`src/rtl/dfa_cmd_initiator_if.sv`:
```
// Host-side bus of the DFA command initiator: command fields, byte-level UART
// transmitter/receiver handshake and the collected ciphertext/status.
interface dfa_cmd_initiator_if;
    logic         start;
    logic         ena_fault;
    logic [7:0]   grid_mask;
    logic [31:0]  cycles;
    logic [31:0]  activecycles;
    logic [127:0] plain;
    logic [7:0]   txdataout;
    logic         txrdyout;
    logic         txrdyin;
    logic [7:0]   rxdatain;
    logic         rxrdyin;
    logic [127:0] cipher;
    logic         busy;
    logic         done;
    logic         timeout;

    modport master (
        input  start, ena_fault, grid_mask, cycles, activecycles, plain,
        input  txrdyin, rxdatain, rxrdyin,
        output txdataout, txrdyout, cipher, busy, done, timeout
    );

    modport slave (
        output start, ena_fault, grid_mask, cycles, activecycles, plain,
        output txrdyin, rxdatain, rxrdyin,
        input  txdataout, txrdyout, cipher, busy, done, timeout
    );
endinterface

```
`src/rtl/dfa_cmd_initiator.sv`:
```
// Sends one 26-byte DFA fault-campaign command over a byte UART and collects
// the 16-byte ciphertext reply, with a response timeout.
//
// state      | meaning
// IDLE       | waiting for start, command inputs not latched
// TX_LOAD    | transmitter idle check, strobe command byte tx_idx
// TX_WAIT_LO | waiting for transmitter to take the byte (txrdyin low)
// TX_WAIT_HI | waiting for transmitter to finish (txrdyin high)
// RX_WAIT    | collecting ciphertext bytes, timeout counter running
// DONE       | one-cycle completion pulse
module dfa_cmd_initiator #(
    parameter int TIMEOUT_CYCLES = 60000000,
    parameter int CTR_W          = 32
) (
    input logic                 clkin,
    input logic                 rstin,
    dfa_cmd_initiator_if.master bus
);
    typedef enum logic [2:0] {
        IDLE, TX_LOAD, TX_WAIT_LO, TX_WAIT_HI, RX_WAIT, DONE
    } state_t;

    localparam logic [CTR_W-1:0] TO_LAST = CTR_W'(TIMEOUT_CYCLES - 1);

    state_t           state;
    state_t           state_nxt;
    logic [207:0]     cmd_vec;
    logic [4:0]       tx_idx;
    logic [3:0]       rx_idx;
    logic [CTR_W-1:0] to_cnt;
    logic [1:0]       rx_edge;
    logic             rx_new;
    logic             to_hit;

    assign rx_new = (rx_edge == 2'b01);
    assign to_hit = (to_cnt == TO_LAST);

    always_ff @(posedge clkin or negedge rstin) begin
        if (!rstin) begin
            state <= IDLE;
        end else begin
            state <= state_nxt;
        end
    end

    always_comb begin
        state_nxt = state;
        case (state)
            IDLE:       if (bus.start) state_nxt = TX_LOAD;
            TX_LOAD:    if (bus.txrdyin) state_nxt = TX_WAIT_LO;
            TX_WAIT_LO: if (!bus.txrdyin) state_nxt = TX_WAIT_HI;
            TX_WAIT_HI: begin
                if (bus.txrdyin) state_nxt = (tx_idx == 5'd25) ? RX_WAIT : TX_LOAD;
            end
            RX_WAIT: begin
                if (rx_new) begin
                    if (rx_idx == 4'd15) state_nxt = DONE;
                end else if (to_hit) begin
                    state_nxt = DONE;
                end
            end
            DONE:       state_nxt = IDLE;
            default:    state_nxt = IDLE;
        endcase
    end

    always_comb begin
        bus.busy = (state != IDLE);
        bus.done = (state == DONE);
    end

    // Command image is stored in wire order so byte k sits at cmd_vec[8k+:8].
    always_ff @(posedge clkin or negedge rstin) begin
        if (!rstin) begin
            cmd_vec       <= '0;
            tx_idx        <= '0;
            rx_idx        <= '0;
            to_cnt        <= '0;
            rx_edge       <= '0;
            bus.txdataout <= '0;
            bus.txrdyout  <= 1'b0;
            bus.cipher    <= '0;
            bus.timeout   <= 1'b0;
        end else begin
            rx_edge      <= {rx_edge[0], bus.rxrdyin};
            bus.txrdyout <= 1'b0;
            case (state)
                IDLE: begin
                    if (bus.start) begin
                        cmd_vec <= {bus.plain,
                                    bus.activecycles[7:0], bus.activecycles[15:8],
                                    bus.activecycles[23:16], bus.activecycles[31:24],
                                    bus.cycles[7:0], bus.cycles[15:8],
                                    bus.cycles[23:16], bus.cycles[31:24],
                                    bus.grid_mask, 7'b0, bus.ena_fault};
                        tx_idx      <= '0;
                        bus.timeout <= 1'b0;
                    end
                end
                TX_LOAD: begin
                    if (bus.txrdyin) begin
                        bus.txdataout <= cmd_vec[{tx_idx, 3'b000} +: 8];
                        bus.txrdyout  <= 1'b1;
                    end
                end
                TX_WAIT_HI: begin
                    if (bus.txrdyin) begin
                        if (tx_idx == 5'd25) begin
                            rx_idx <= '0;
                            to_cnt <= '0;
                        end else begin
                            tx_idx <= tx_idx + 5'd1;
                        end
                    end
                end
                RX_WAIT: begin
                    if (rx_new) begin
                        bus.cipher[{rx_idx, 3'b000} +: 8] <= bus.rxdatain;
                        rx_idx <= rx_idx + 4'd1;
                        to_cnt <= '0;
                    end else if (to_hit) begin
                        bus.timeout <= 1'b1;
                    end else begin
                        to_cnt <= to_cnt + CTR_W'(1);
                    end
                end
                default: ;
            endcase
        end
    end
endmodule

```
`src/flat_wrapper.sv`:
```
// flat-port wrapper written by rule: the top's interface ports become plain ports
module dfa_cmd_initiator_flat 
#(
    parameter int TIMEOUT_CYCLES = 60000000,
    parameter int CTR_W          = 32
)
  (clkin, rstin, bus_start, bus_ena_fault, bus_grid_mask, bus_cycles, bus_activecycles, bus_plain, bus_txrdyin, bus_rxdatain, bus_rxrdyin, bus_txdataout, bus_txrdyout, bus_cipher, bus_busy, bus_done, bus_timeout);
  dfa_cmd_initiator_if bus_i ();
  input logic clkin;
  input logic rstin;
  input wire logic [$bits(bus_i.start)-1:0] bus_start;
  input wire logic [$bits(bus_i.ena_fault)-1:0] bus_ena_fault;
  input wire logic [$bits(bus_i.grid_mask)-1:0] bus_grid_mask;
  input wire logic [$bits(bus_i.cycles)-1:0] bus_cycles;
  input wire logic [$bits(bus_i.activecycles)-1:0] bus_activecycles;
  input wire logic [$bits(bus_i.plain)-1:0] bus_plain;
  input wire logic [$bits(bus_i.txrdyin)-1:0] bus_txrdyin;
  input wire logic [$bits(bus_i.rxdatain)-1:0] bus_rxdatain;
  input wire logic [$bits(bus_i.rxrdyin)-1:0] bus_rxrdyin;
  output wire logic [$bits(bus_i.txdataout)-1:0] bus_txdataout;
  output wire logic [$bits(bus_i.txrdyout)-1:0] bus_txrdyout;
  output wire logic [$bits(bus_i.cipher)-1:0] bus_cipher;
  output wire logic [$bits(bus_i.busy)-1:0] bus_busy;
  output wire logic [$bits(bus_i.done)-1:0] bus_done;
  output wire logic [$bits(bus_i.timeout)-1:0] bus_timeout;
  assign bus_i.start = bus_start;
  assign bus_i.ena_fault = bus_ena_fault;
  assign bus_i.grid_mask = bus_grid_mask;
  assign bus_i.cycles = bus_cycles;
  assign bus_i.activecycles = bus_activecycles;
  assign bus_i.plain = bus_plain;
  assign bus_i.txrdyin = bus_txrdyin;
  assign bus_i.rxdatain = bus_rxdatain;
  assign bus_i.rxrdyin = bus_rxrdyin;
  assign bus_txdataout = bus_i.txdataout;
  assign bus_txrdyout = bus_i.txrdyout;
  assign bus_cipher = bus_i.cipher;
  assign bus_busy = bus_i.busy;
  assign bus_done = bus_i.done;
  assign bus_timeout = bus_i.timeout;
  dfa_cmd_initiator #(.TIMEOUT_CYCLES(TIMEOUT_CYCLES), .CTR_W(CTR_W)) u_core (.clkin(clkin), .rstin(rstin), .bus(bus_i));
endmodule
```
`config.mk`:
```
export PLATFORM = sky130hd
export DESIGN_NAME = dfa_cmd_initiator_flat
export DESIGN_NICKNAME = d
export VERILOG_FILES = /design/src/rtl/dfa_cmd_initiator_if.sv /design/src/rtl/dfa_cmd_initiator.sv /design/src/flat_wrapper.sv
export SDC_FILE = /design/constraint.sdc
export NUM_CORES = 1
export LEC_CHECK = 0
export CORE_MARGIN = 2
export CORE_UTILIZATION = 40
export CTS_BUF_LIST = sky130_fd_sc_hd__clkbuf_8 sky130_fd_sc_hd__clkbuf_16
export DETAILED_ROUTE_END_ITERATION = 10
export PLACE_DENSITY = 0.63
export SLEW_MARGIN = 10
export SYNTH_ARGS = -nofsm -noshare
export SYNTH_HDL_FRONTEND = slang
export SYNTH_SLANG_ARGS = --single-unit
```
`constraint.sdc`:
```
create_clock -name clkin -period 3.06 [get_ports clkin]
set_clock_uncertainty 0.15 [all_clocks]
set_input_delay 0.612 -clock clkin [delete_from_list [all_inputs] [get_ports clkin]]
set_output_delay 0.612 -clock clkin [all_outputs]
set_load 0.01 [all_outputs]
```
==> impl_metrics.json <==
{
  "finalCritPeriodShare": 0.925,
  "synthesis.nets": 1477,
  "grt_pass1_wl_mm": 73.9,
  "synthFlopType": "dfrtp_1",
  "cts_setup_buffers": 0,
  "cts_resized": 0,
  "cap_violations": 0,
  "timing.critical_path.slowest_cell_delay_ns": 0.52,
  "area.growth.synth_to_final_pct": 34.0,
  "synth_top_area_share": 0.558,
  "finish.net_count": 1845,
  "die_h_microns": 212,
  "final_max_slew_viol_count": 0,
  "grt_antenna_before_repair": 11,
  "gp_congestion": 0.861,
  "unrepaired_setup_endpoints_after_global_routing": "no",
  "finalSetupTns_ns": 0,
  "end_kind": "output pin",
  "timing.final.setup_violations": 0,
  "synth-warning-count": 0,
  "clkLatencyLatePin_ns": 0.57,
  "postLayoutCoreUtil": 0.540,
  "die-area_sq_um": 44800,
  "synth_edf_count": 0,
  "total_area_of_multi_input_combinational_cells_sq_um": 7230,
  "ys_ff_latch": 385,
  "cp-start-kind": "register",
  "grt-ovfl-total": 0,
  "io_buffers": 353,
  "cts_max_level": 2,
  "cp_top_family": "buffers and inverters",
  "cts_inserted_buffers": 43,
  "dr.first_iter.drc_count": 646,
  "first_global_vias": 12490,
  "min_period_ns": 2.83,
  "worst-endpoint-arrival_ns": 2.07,
  "clock_sink_count": 385,
  "drt_wl_total_mm": 47.6,
  "floorplan.die.width_microns": 212,
  "worst-path-max-fanout": 11,
  "postSynthCellCount": 1256,
  "result_of_the_run": "completed",
  "hold-worst-slack_ns": 0.281,
  "worst-slew-pin-transition_ns": 0.711,
  "hold_buffers": 1,
  "num_vias": 11992,
  "initial_core_utilization": 0.403,
  "regArea_sq_um": 9640,
  "drt-pass1-iter-count": 5,
  "highest_ir_drop_seen_on_vdd_v": 0.000472,
  "route.detailed.drc": 0,
  "io-pin-count": 354,
  "timing.max_slew.rel_slack": 0.524,
  "layout-drive-gt1-share": 0.310,
  "grtUsageTotal": 0.216,
  "fillerInstances": 3643,
  "ant_nets": 0,
  "critical_path.slowest_cell": "clkdlybuf4s50_1",
  "netlist_top_cells_area": "dfrtp_1 (56%), mux2_2 (22%), mux4_2 (4.6%)",
  "ys_async_sr_fraction": 1.00,
  "count_of_endpoints_failing_hold_in_the_final_timing_report": 0,
  "root_buffer": "clkbuf_16",
  "cts.clk_slew.worst_paths_ns": 0.06,
  "ctsLongestPathBuffers": 3,
  "critPathKind": "reg2out",
  "routed_via_density": 5.43,
  "worst-endpoint-required_ns": 2.30,
  "largest_net_degree_at_the_start_of_global_routing": 77,
  "power.leakage_nw": 9.72,
  "synthDistinctLibCells": 67,
  "floorplan.core_area_sq_um": 42800,
  "worstPathCellList": "buf_4, or3_1, clkdlybuf4s50_1",
  "dpl.hpwl_mm": 34.9,
  "rows": 76,
  "fmaxAchievable_ghz": 0.353,
  "clock_tree_from_tritoncts": "yes",
  "synth_top_area_cell": "dfrtp_1",
  "synth_sequential_area_ratio": 0.558,
  "synthesis.area_sq_um": 17300,
  "min_path_type": "reg2reg",
  "postSynthAreaPerCell_sq_um": 13.7,
  "post_drt_wl_per_cell_microns": 21.6,
  "critPathBufInv": 2,
  "power.density_nw_per_um2": 766
}
## worst paths after layout
kind | start | endpoint | slack, ns | cells after the start
worst max-delay path | u_core.state[1] | bus_busy | 0.23 | 3
min in group asynchronous | rstin | u_core.cmd_vec[78] | 0.49 | 2
worst min-delay path | u_core.rx_edge[0] | u_core.rx_edge[1] | 0.28 | 0
max in group asynchronous | rstin | u_core.cmd_vec[156] | 1.42 | 4
worst min register to register | u_core.rx_edge[0] | u_core.rx_edge[1] | 0.28 | 0
worst max register to register | u_core.rx_idx[0] | u_core.bus.cipher[86] | 0.29 | 6
## cell type report
| cell class | count | share of cell area |
|---|---|---|
| multi-input cells | 774 | 0.313 |
| well taps | 546 | 0.0295 |
| clock inverters | 26 | 0.0106 |
| clock buffers | 51 | 0.0518 |
| diodes | 5 | 0.000541 |
| repair buffers | 405 | 0.175 |
| flip-flops and latches | 385 | 0.417 |
| inverters | 15 | 0.00243 |
## per-layer routing
| metal | global-route usage | vias up | share of wire |
|---|---|---|---|
| li1 | - | 5404 | - |
| met1 | 0.268 | 6141 | 0.41 |
| met2 | 0.359 | 353 | 0.49 |
| met3 | 0.0782 | 80 | 0.083 |
| met4 | 0.0522 | 14 | 0.021 |
| met5 | 0 | - | 0.0018 |
## cell usage after synthesis (all sizes together), types with 5 or more instances
cell	n
dfrtp	385
mux2	338
buf	43
nor2	41
clkbuf	39
nand2	36
mux4	35
mux2i	33
o21ai	32
a21oi	28
nand3	25
and3	21
nand4	16
nor3	16
inv	15
and2	12
nor2b	9
a31oi	8
o221ai	8
or3	8
ha	7
o22ai	7
or4	7
a221oi	6
o211ai	6
nand4b	5
or4b	5
## sequential cells by signal (all words and copies together) (netlist names)
register	count
u_core.bus.cipher	128
u_core.bus.txdataout	8
u_core.bus.timeout	1
u_core.rx_idx	4
u_core.state	3
u_core.to_cnt	32
u_core.tx_idx	5
u_core.rx_edge	2
u_core.cmd_vec	201
u_core.bus.txrdyout	1
## report_power, final
group	internal, W	switching [W]
clock	0.00312	0.00213
sequential	0.00659	0.000777
combinational	0.00302	0.00209
## stage by stage
| step | area, sq um | power [W] | instances | worst slack [ns] |
|---|---|---|---|---|
| after floorplan | 17300 | 0.0108 | 1256 | 0.595 |
| after global placement | 21700 | 0.0125 | 2124 | 0.286 |
| after detailed placement | 21700 | 0.0126 | 2124 | 0.261 |
| after CTS | 23100 | 0.0179 | 2202 | 0.199 |
| after global routing | 23100 | 0.0187 | 2203 | 0.0947 |
| final | 23100 | 0.0177 | 2207 | 0.228 |
## cells in the final DEF (no fill, tap or decap), types with 25 or more instances in the layout
cell type / instances
a21oi_1: 26
buf_4: 41
clkbuf_16: 44
clkdlybuf4s50_1: 352
dfrtp_1: 382
mux2_2: 338
mux2i_1: 33
mux4_2: 35
nand2_1: 36
nand3_1: 25
nor2_1: 38
o21ai_0: 31
## worst register-to-register path, cell delays in order, from the launching register on
cell	delay (ns)
dfrtp_1	0.49
inv_1	0.11
ha_1	0.31
or3_1	0.39
a21oi_1	0.31
and3_1	0.50
mux2_2	0.40
## cell families after synthesis
logic type / count (synthesis) / synth area share
XOR/XNOR: 6 / 0.00305
adder cells (fa/ha/maj): 7 / 0.00508
AND/OR/NAND/NOR: 230 / 0.0764
buffers and inverters: 97 / 0.0235
flip-flops: 385 / 0.558
AO/OA/AOI/OAI: 125 / 0.0480
multiplexers: 406 / 0.285
Power figures use the tool's default switching activity.
